==> config.mk <==
export PLATFORM = sky130hd
export DESIGN_NAME = json_feedback_parser
export DESIGN_NICKNAME = d
export VERILOG_FILES = /design/src/rtl/json_feedback_parser.sv
export SDC_FILE = /design/constraint.sdc
export NUM_CORES = 1
export LEC_CHECK = 0
export CORE_MARGIN = 2
export CORE_UTILIZATION = 40
export CTS_BUF_LIST = sky130_fd_sc_hd__clkbuf_2 sky130_fd_sc_hd__clkbuf_4 sky130_fd_sc_hd__clkbuf_8
export DETAILED_ROUTE_END_ITERATION = 10
export GPL_TIMING_DRIVEN = 1
export PLACE_DENSITY = 0.65
export SKIP_LAST_GASP = 1
export SYNTH_ARGS = -nofsm -noshare
export SYNTH_HDL_FRONTEND = slang
export SYNTH_SLANG_ARGS = --single-unit
==> constraint.sdc <==
create_clock -name clk -period 20.2 [get_ports clk]
set_clock_uncertainty 0.1 [all_clocks]
set_input_delay 3.03 -clock clk [delete_from_list [all_inputs] [get_ports clk]]
set_output_delay 3.03 -clock clk [all_outputs]
set_load 0.01 [all_outputs]
==> src/rtl/json_feedback_parser.sv <==
// Parses newline-terminated {"T":<uint>,"L":<num>,"R":<num>} frames from a UART byte stream.
// Fields update together with a 1-cycle frame_valid pulse one cycle after '\n'; malformed frames pulse parse_error.
module json_feedback_parser #(
  parameter int VAL_W   = 24,
  parameter int T_W     = 16,
  parameter int MAX_LEN = 64
) (
  input  logic             clk,
  input  logic             rst,
  input  logic [7:0]       rx_data,
  input  logic             rx_valid,
  output logic             frame_valid,
  output logic [T_W-1:0]   t_val,
  output logic [VAL_W-1:0] l_val,
  output logic [VAL_W-1:0] r_val,
  output logic             parse_error
);

  localparam int ACC_W = VAL_W + 8;
  localparam int LEN_W = $clog2(MAX_LEN + 1);
  localparam logic [ACC_W-1:0] VMAX = ACC_W'((64'd1 << (VAL_W - 1)) - 64'd1);
  localparam logic [ACC_W-1:0] TMAX = ACC_W'((64'd1 << T_W) - 64'd1);

  localparam logic [7:0] CH_LBRACE = 8'h7B;
  localparam logic [7:0] CH_RBRACE = 8'h7D;
  localparam logic [7:0] CH_QUOTE  = 8'h22;
  localparam logic [7:0] CH_COLON  = 8'h3A;
  localparam logic [7:0] CH_COMMA  = 8'h2C;
  localparam logic [7:0] CH_DOT    = 8'h2E;
  localparam logic [7:0] CH_MINUS  = 8'h2D;
  localparam logic [7:0] CH_NL     = 8'h0A;
  localparam logic [7:0] CH_SP     = 8'h20;
  localparam logic [7:0] CH_CR     = 8'h0D;
  localparam logic [7:0] CH_T      = 8'h54;
  localparam logic [7:0] CH_L      = 8'h4C;
  localparam logic [7:0] CH_R      = 8'h52;

  typedef enum logic [3:0] {
    S_IDLE, S_Q_OPEN, S_KEY, S_Q_CLOSE, S_COLON,
    S_NUM_START, S_INT, S_FRAC, S_NL, S_ERR
  } state_t;

  typedef enum logic [1:0] {K_T, K_L, K_R} key_t;

  state_t             state;
  key_t               key;
  logic [ACC_W-1:0]   acc;
  logic [1:0]         nfrac;
  logic               neg;
  logic               got_digit;
  logic               seen_t, seen_l, seen_r;
  logic [LEN_W-1:0]   len;
  logic [T_W-1:0]     t_sh;
  logic [VAL_W-1:0]   l_sh, r_sh;

  logic               is_ws, is_dig, is_term;
  logic [3:0]         dig;
  logic [ACC_W-1:0]   acc_dig, dig_scaled, term_scaled, lim;
  logic [VAL_W-1:0]   term_val;
  logic [LEN_W-1:0]   len_nx;
  logic               byte_err;

  // dig_scaled is the value the field would have after this digit and final x100 scaling,
  // so overflow is caught at the digit that causes it rather than at the terminator.
  always_comb begin
    is_ws       = (rx_data == CH_SP) || (rx_data == CH_CR);
    is_dig      = (rx_data >= 8'h30) && (rx_data <= 8'h39);
    is_term     = (rx_data == CH_COMMA) || (rx_data == CH_RBRACE);
    dig         = rx_data[3:0];
    acc_dig     = acc * ACC_W'(10) + ACC_W'(dig);
    lim         = (key == K_T) ? TMAX : VMAX;
    dig_scaled  = acc_dig;
    term_scaled = acc;
    if (key != K_T) begin
      if (state == S_INT)
        dig_scaled = acc_dig * ACC_W'(100);
      else if (nfrac == 2'd0)
        dig_scaled = acc_dig * ACC_W'(10);
      case (nfrac)
        2'd0:    term_scaled = acc * ACC_W'(100);
        2'd1:    term_scaled = acc * ACC_W'(10);
        default: term_scaled = acc;
      endcase
    end
    term_val = neg ? (VAL_W'(0) - term_scaled[VAL_W-1:0]) : term_scaled[VAL_W-1:0];
    len_nx   = len + LEN_W'(1);

    byte_err = 1'b0;
    case (state)
      S_Q_OPEN:    byte_err = !is_ws && (rx_data != CH_QUOTE);
      S_KEY:       byte_err = !is_ws && (rx_data != CH_T) && (rx_data != CH_L) && (rx_data != CH_R);
      S_Q_CLOSE:   byte_err = !is_ws && (rx_data != CH_QUOTE);
      S_COLON:     byte_err = !is_ws && (rx_data != CH_COLON);
      S_NUM_START: byte_err = !is_ws && !is_dig && !((rx_data == CH_MINUS) && (key != K_T));
      S_INT: begin
        if (is_dig)
          byte_err = dig_scaled > lim;
        else if (rx_data == CH_DOT)
          byte_err = (key == K_T) || !got_digit;
        else if (is_term)
          byte_err = !got_digit || (term_scaled > lim);
        else
          byte_err = 1'b1;
      end
      S_FRAC: begin
        if (is_dig)
          byte_err = (nfrac != 2'd2) && (dig_scaled > lim);
        else if (is_term)
          byte_err = term_scaled > lim;
        else
          byte_err = 1'b1;
      end
      S_NL: begin
        if (rx_data == CH_NL)
          byte_err = !(seen_t && seen_l && seen_r);
        else
          byte_err = !is_ws;
      end
      default: byte_err = 1'b0;
    endcase
    if ((len_nx == LEN_W'(MAX_LEN)) && (rx_data != CH_NL))
      byte_err = 1'b1;
  end

  always_ff @(posedge clk) begin
    if (rst) begin
      state       <= S_IDLE;
      key         <= K_T;
      acc         <= '0;
      nfrac       <= '0;
      neg         <= 1'b0;
      got_digit   <= 1'b0;
      seen_t      <= 1'b0;
      seen_l      <= 1'b0;
      seen_r      <= 1'b0;
      len         <= '0;
      t_sh        <= '0;
      l_sh        <= '0;
      r_sh        <= '0;
      t_val       <= '0;
      l_val       <= '0;
      r_val       <= '0;
      frame_valid <= 1'b0;
      parse_error <= 1'b0;
    end else begin
      frame_valid <= 1'b0;
      parse_error <= 1'b0;
      if (rx_valid) begin
        case (state)
          S_IDLE: begin
            if (rx_data == CH_LBRACE) begin
              state  <= S_Q_OPEN;
              len    <= LEN_W'(1);
              seen_t <= 1'b0;
              seen_l <= 1'b0;
              seen_r <= 1'b0;
            end
          end
          // '{' is deliberately not a resync point: only '\n' ends a bad frame.
          S_ERR: begin
            if (rx_data == CH_NL)
              state <= S_IDLE;
          end
          default: begin
            len <= len_nx;
            if (byte_err) begin
              parse_error <= 1'b1;
              state       <= (rx_data == CH_NL) ? S_IDLE : S_ERR;
            end else if (!is_ws) begin
              case (state)
                S_Q_OPEN:  state <= S_KEY;
                S_KEY: begin
                  key   <= (rx_data == CH_T) ? K_T : (rx_data == CH_L) ? K_L : K_R;
                  state <= S_Q_CLOSE;
                end
                S_Q_CLOSE: state <= S_COLON;
                S_COLON: begin
                  acc       <= '0;
                  nfrac     <= '0;
                  neg       <= 1'b0;
                  got_digit <= 1'b0;
                  state     <= S_NUM_START;
                end
                S_NUM_START: begin
                  if (rx_data == CH_MINUS) begin
                    neg <= 1'b1;
                  end else begin
                    acc       <= ACC_W'(dig);
                    got_digit <= 1'b1;
                  end
                  state <= S_INT;
                end
                S_INT, S_FRAC: begin
                  if (is_dig) begin
                    if (state == S_INT) begin
                      acc       <= acc_dig;
                      got_digit <= 1'b1;
                    end else if (nfrac != 2'd2) begin
                      acc   <= acc_dig;
                      nfrac <= nfrac + 2'd1;
                    end
                  end else if (rx_data == CH_DOT) begin
                    state <= S_FRAC;
                  end else begin
                    case (key)
                      K_T: begin
                        t_sh   <= acc[T_W-1:0];
                        seen_t <= 1'b1;
                      end
                      K_L: begin
                        l_sh   <= term_val;
                        seen_l <= 1'b1;
                      end
                      default: begin
                        r_sh   <= term_val;
                        seen_r <= 1'b1;
                      end
                    endcase
                    state <= (rx_data == CH_COMMA) ? S_Q_OPEN : S_NL;
                  end
                end
                S_NL: begin
                  t_val       <= t_sh;
                  l_val       <= l_sh;
                  r_val       <= r_sh;
                  frame_valid <= 1'b1;
                  state       <= S_IDLE;
                end
                default: state <= S_IDLE;
              endcase
            end
          end
        endcase
      end
    end
  end

endmodule

# Yosys cells after proc, flatten, opt, wreduce, memory -nomap -nowiden
# Cells that the tools add are included.
dict set report totals {
  wordCells 203
  reg_bits 182
  output_inout_bits 66
  inputBits 11
}
dict set report classes {
  bitwise 8
  add_sub_neg 4
  n_mux 68
  n_reduce_logical 52
  magnitude_cmp 4
  n_eq_ne 45
  n_mul 4
}
# cell n
set op_table {}
lappend op_table {{2-to-1 mux 32 bit} 8}
lappend op_table {{one-hot mux 32 bit (3 select lines)} 1}
lappend op_table {{> comparator 32 x 23 -> 1 bit} 2}
lappend op_table {{multiplier 32 x 3 -> 31 bit, second input constant} 2}
lappend op_table {{multiplier 32 x 5 -> 30 bit, second input constant} 2}
lappend op_table {{one-hot mux 32 bit (2 select lines)} 1}
lappend op_table {{AND reduction 8 bit} 6}
lappend op_table {{adder 32 x 4 -> 32 bit} 1}
lappend op_table {{== test 8 x 6 -> 1 bit, second input constant} 4}
lappend op_table {{== test 8 x 7 -> 1 bit, second input constant} 4}
lappend op_table {{2-to-1 mux 1 bit} 32}
lappend op_table {{2-to-1 mux 4 bit} 8}
lappend op_table {{AND reduction 9 bit} 3}
lappend op_table {{2-to-1 mux 24 bit} 1}
lappend op_table {{inequality test 8 x 7 -> 1 bit, second input constant} 3}
lappend op_table {{one-hot mux 4 bit (6 select lines)} 1}
lappend op_table {{subtractor 1 x 24 -> 24 bit, first input constant} 1}
lappend op_table {{2-to-1 mux 23 bit} 1}
lappend op_table {{inequality test 2 bit, second input constant} 9}
lappend op_table {{== test 4 x 3 -> 1 bit, second input constant} 4}
lappend op_table {{== test 8 x 4 -> 1 bit, second input constant} 2}
lappend op_table {{inequality test 8 x 6 -> 1 bit, second input constant} 2}
lappend op_table {{AND reduction 5 bit} 3}
lappend op_table {{one-hot mux 7 bit (2 select lines)} 1}
lappend op_table {{34 further kinds} 83}

# Longest topological paths before layout
dict set report logic_depth {
  depth_word 13
  depth_mapped 34
  mapped_depth_nobuf 31
}

# Worst setup path before layout
# OpenSTA, ideal clock, no wires.
dict set report synth_path {
  path_kind {in2reg}
  from {input port rx_data[1]}
  to {register l_val[0]}
  setup_time_ns 0.128
  setup_slack_ns 10.823
  arrival_ns 9.150
  required_ns 19.972
  path_buffers 2
  cell_stages 29
  path_cell_list {ha_1 > fa_1 > a21o_1 > and2_1 > and4_1 > xnor2_1 > inv_1 > ha_1 > ha_1 > inv_1 > fa_1 > inv_1 > ha_1 > and3_1 > a221oi_1 > o211ai_1 > a41o_1 > nand3_1 > o21ai_0 > xnor2_1 > a211o_1 > o2111ai_1 > a311oi_1 > a41oi_2 > nor4_1 > buf_4 > buf_6 > mux2i_1 > nor2_1}
}
dict set report synth_between {
  elab_chain_len 12
  word_cells_on_any_way 49
  cone_classes {add/sub: 1; mul: 2; order compare: 3; eq/ne: 13; mux: 11; bitwise: 2; reduce/logical: 17}
}
# element line_no
set synth_lines {}
lappend synth_lines {{start: declaration} 10} ;# input logic [7:0] rx_data,
lappend synth_lines {{adder 32 x 4 -> 32 bit} 70} ;# acc_dig = acc * ACC_W'(10) + ACC_W'(dig);
lappend synth_lines {{multiplier 32 x 3 -> 31 bit} 78} ;# dig_scaled = acc_dig * ACC_W'(10);
lappend synth_lines {{2-to-1 mux 32 bit} 77} ;# else if (nfrac == 2'd0)
lappend synth_lines {{2-to-1 mux 32 bit} 75} ;# if (state == S_INT)
lappend synth_lines {{2-to-1 mux 32 bit} 74} ;# if (key != K_T) begin
lappend synth_lines {{> comparator 32 x 23 -> 1 bit} {97, 107}}
lappend synth_lines {{logical AND 1 bit} 107} ;# byte_err = (nfrac != 2'd2) && (dig_scaled > lim);
lappend synth_lines {{2-to-1 mux 1 bit} 106} ;# if (is_dig)
lappend synth_lines {{one-hot mux 1 bit (7 select lines)} 89} ;# case (state)
lappend synth_lines {{2-to-1 mux 1 bit} 121} ;# if ((len_nx == LEN_W'(MAX_LEN)) && (rx_data != CH_NL))
lappend synth_lines {{NOT 1 bit (no source line)} -}
lappend synth_lines {{AND reduction 5 bit (no source line) (*)} -}
lappend synth_lines {{end signal: assignment} 224} ;# l_val <= l_sh;
lappend synth_lines {{end: declaration} 14} ;# output logic [VAL_W-1:0] l_val,
# Every way passes the cells marked *; elsewhere a longest branch is shown, timed or not.
# A chain may end at the register's enable or synchronous reset.

# Worst setup path in the final report
dict set report layout_path {
  from {input port rx_data[1]}
  to {register t_val[14]}
}
dict set report layout_between {
  elab_chain_len 12
  word_cells_on_any_way 49
  cone_classes {add/sub: 1; mul: 2; order compare: 3; eq/ne: 13; mux: 11; bitwise: 2; reduce/logical: 17}
}
# element line_no
set layout_lines {}
lappend layout_lines {{adder 32 x 4 -> 32 bit} 70}
lappend layout_lines {{multiplier 32 x 3 -> 31 bit} 78}
lappend layout_lines {{2-to-1 mux 32 bit} 77}
lappend layout_lines {{2-to-1 mux 32 bit} 75}
lappend layout_lines {{2-to-1 mux 32 bit} 74}
lappend layout_lines {{> comparator 32 x 23 -> 1 bit} {97, 107}}
lappend layout_lines {{logical AND 1 bit} 107}
lappend layout_lines {{2-to-1 mux 1 bit} 106}
lappend layout_lines {{one-hot mux 1 bit (7 select lines)} 89}
lappend layout_lines {{2-to-1 mux 1 bit} 121}
lappend layout_lines {{NOT 1 bit (no source line)} -}
lappend layout_lines {{AND reduction 5 bit (no source line) (*)} -}
lappend layout_lines {{end signal: assignment} 223} ;# t_val <= t_sh;
lappend layout_lines {{end: declaration} 13} ;# output logic [T_W-1:0] t_val,
# Marked as above.

==> results.sh <==
export IMPL_routed_wl_um=48900
export IMPL_wl_met3_um=2040
export IMPL_place_gp_congestion=0.918
export IMPL_synth_seq_area_share=0.200
export IMPL_die_height_um=218
export IMPL_cp_slowest_cell="buf_4"
export IMPL_cp_start_kind="input pin"
export IMPL_grt_pass1_vias=15600
export IMPL_dieArea_sq_um=47400
export IMPL_pwr_share_comb=0.054
export IMPL_clockRootBuffer="clkbuf_8"
export IMPL_swShare=0.274
export IMPL_dpl_hpwl_um=38000
export IMPL_ys_flop_type="dfxtp_1"
export IMPL_drc_errors=0
export IMPL_final_nets=2536
export IMPL_vdd_drop_max_uv=46.4
export IMPL_critPathRequiredTime_ns=20.46
export IMPL_finalSetupTns_ns=0
export IMPL_numClockSinks=182
export IMPL_layout_common_cells="273 x nor2_1, 272 x ha_1, 226 x inv_1, 182 x dfxtp_1, 152 x mux2i_1"
export IMPL_wl_per_cell_um=17.4
export IMPL_drv_cap=0
export IMPL_critical_path_top_delay_family="adder cells"
export IMPL_pwr_share_clk=0.403
export IMPL_clkLatencyLatePin_ns=0.51
export IMPL_min_period_ns=11.57
export IMPL_drtPass1Iterations=5
export IMPL_cts_buffers_inserted=17
export IMPL_synth_edff_count=0
export IMPL_worst_pin_slew_ns=1.10
export IMPL_grt_pass1_wl_um=80100
export IMPL_cts_resized_gates=0
export IMPL_regArea_sq_um=3640
export IMPL_seq_power_share=0.543
export IMPL_rows=78
export IMPL_grt_overflow=0
export IMPL_yosys_warnings=0
export IMPL_avgViaCountPerCell=5.59
export IMPL_clk_pin_slew_ns=0.11
export IMPL_cts_tree="yes"
export IMPL_rsz0062_at_grt="false"
export IMPL_syn_avg_cell_area_sq_um=8.40
export IMPL_ff2ff_setup_slack_ns=9.65
export IMPL_powerDensity_nw_per_um2=33.4
export IMPL_io_pins=77
export IMPL_syn_nets=2507
export IMPL_place_inst=2783
export IMPL_period_share=0.573
export IMPL_gr_usage_all_layers=0.209
export IMPL_first_iter_violations=1044
export IMPL_final_core_util=0.440
export IMPL_synthToLayoutAreaGrowth_pct=8.97
export IMPL_numPortBuffers=76
export IMPL_dp_slack_ns=8.14
export IMPL_setup_viol=0
export IMPL_grt_max_degree=109
export IMPL_syn_inst=2173
export IMPL_critPathKind="in2reg"
export IMPL_cp_max_fo=60
export IMPL_synth_area_sq_um=18300
export IMPL_cp_num_buf_inv=5
export IMPL_synth_seq_cells=182
export IMPL_p_leak_nw=9.15
export IMPL_die_w_um=218
export IMPL_final_common_cell="nor2_1"
export IMPL_routed_top_layer="met4"
export IMPL_ys_types=104
export IMPL_diodes=0
export IMPL_cts_hold_buffers=0
export IMPL_relSlewSlack=0.264
export IMPL_outcome="complete, no violations"
export IMPL_p_int_w=0.000482
export IMPL_critical_path_endpoint_type="flop"
export IMPL_h_tree_depth=4
export IMPL_max_clock_freq_mhz=86.5
export IMPL_wl_met2_um=23400
export IMPL_holdCritPathClass="reg2reg"
export IMPL_arrival_ns=11.83
export IMPL_cts_buffer_depth=2
export IMPL_crit_path_frequent_cell="ha_1"
export IMPL_slowest_delay_ns=0.87
export IMPL_dr_total_vias=15700
export IMPL_finalNonFillerCells=2815
export IMPL_slew_viol_final=0
export IMPL_p_sw_w=0.000182
export IMPL_multi_input_area_sq_um=13400
export IMPL_initial_core_util=0.404
export IMPL_met1Wirelength_um=21900
export IMPL_nFillCells=4434
export IMPL_postLayoutSetupSlackWorst_ns=8.63
export IMPL_finalHoldViolCount=0
export IMPL_layout_drive_gt1_share=0.0528
export IMPL_core_region_area_sq_um=45200
export IMPL_synthArstFlopShare=0
export IMPL_cts_setup_buffers=0
export IMPL_antenna_left=0
export IMPL_antenna_found_initial=0
power by group through the flow:
stage	Combinational, W	Sequential (W)	Clock, W
2_1_floorplan	0.0000253	0.000368	0
5_1_grt	0.0000397	0.000361	0.000288
3_5_place_dp	0.0000354	0.000369	0
6_report	0.0000356	0.000361	0.000268
4_1_cts	0.0000357	0.000361	0.000275
3_3_place_gp	0.0000346	0.000369	0
worst reg2reg max path: cells and delay by family, from the launching register on:
family | cells | cell delay [ns]
flip-flops | 1 | 0.67
multiplexers | 1 | 0.40
XOR/XNOR | 3 | 1.48
AND/OR/NAND/NOR | 7 | 1.86
buffers and inverters | 3 | 0.97
AO/OA/AOI/OAI | 10 | 2.41
adder cells (fa/ha/maj) | 7 | 2.53
cell type report:
class | count | area share
Timing Repair Buffer | 89 | 0.0432
Tap cell | 600 | 0.0377
Inverter | 228 | 0.0430
Clock inverter | 12 | 0.00773
Multi-Input combinational cell | 1684 | 0.672
Sequential cell | 182 | 0.183
Clock buffer | 20 | 0.0135
path summary, 6_finish.rpt:
path                                           from                     end  cells after the start
worst max-delay path                     rx_data[1]  t_val[14]$_SDFFE_PP0P_                     29
worst min-delay path            seen_r$_SDFFE_PP0P_     seen_r$_SDFFE_PP0P_                      2
worst max register to register  acc[1]$_SDFFE_PP0P_  t_val[14]$_SDFFE_PP0P_                     31
worst min register to register  seen_r$_SDFFE_PP0P_     seen_r$_SDFFE_PP0P_                      2
logic make-up after synthesis:
logic type,count (synthesis),share of synthesized area
flip-flops,182,0.200
AO/OA/AOI/OAI,433,0.167
XOR/XNOR,103,0.0521
buffers and inverters,307,0.0689
adder cells (fa/ha/maj),323,0.242
AND/OR/NAND/NOR,655,0.174
multiplexers,170,0.0963
per-layer routing:
metal | up-vias | track usage
li1 | 7747 | -
met4 | 0 | 0.0804
met1 | 7518 | 0.262
met2 | 366 | 0.364
met3 | 96 | 0.0272
met5 | - | 0
metrics by stage:
step / total power [W] / hold WS [ns] / cell area, sq um
floorplan: 0.000393 / 0.325 / 18300
global placement: 0.000404 / 0.339 / 19500
detailed placement: 0.000405 / 0.356 / 19500
CTS: 0.000671 / 0.385 / 19900
global route: 0.000689 / 0.424 / 19900
finish: 0.000665 / 0.383 / 19900
cells in the mapped netlist, types with 24 or more instances:
cell type / instances / area share
nand2_1: 131 / 0.027
o21ai_0: 72 / 0.020
a21oi_1: 90 / 0.025
clkbuf_1: 52 / 0.011
nor3_1: 31 / 0.0085
inv_1: 226 / 0.046
ha_1: 272 / 0.19
xor2_1: 32 / 0.015
fa_1: 51 / 0.056
a211oi_1: 24 / 0.0099
nand4_1: 26 / 0.0089
a21o_1: 38 / 0.016
nand3_1: 46 / 0.013
mux2i_1: 152 / 0.083
xnor2_1: 66 / 0.032
nor2_1: 273 / 0.056
dfxtp_1: 182 / 0.20
flip-flops by register name, indices dropped and copies added (netlist names):
signal       count
r_sh            24
seen_t           1
seen_r           1
acc             32
t_sh            16
t_val           16
len              7
key              2
l_sh            24
parse_error      1
r_val           24
nfrac            2
frame_valid      1
seen_l           1
state            4
neg              1
l_val           24
got_digit        1
(Power assumes the default switching activity.)
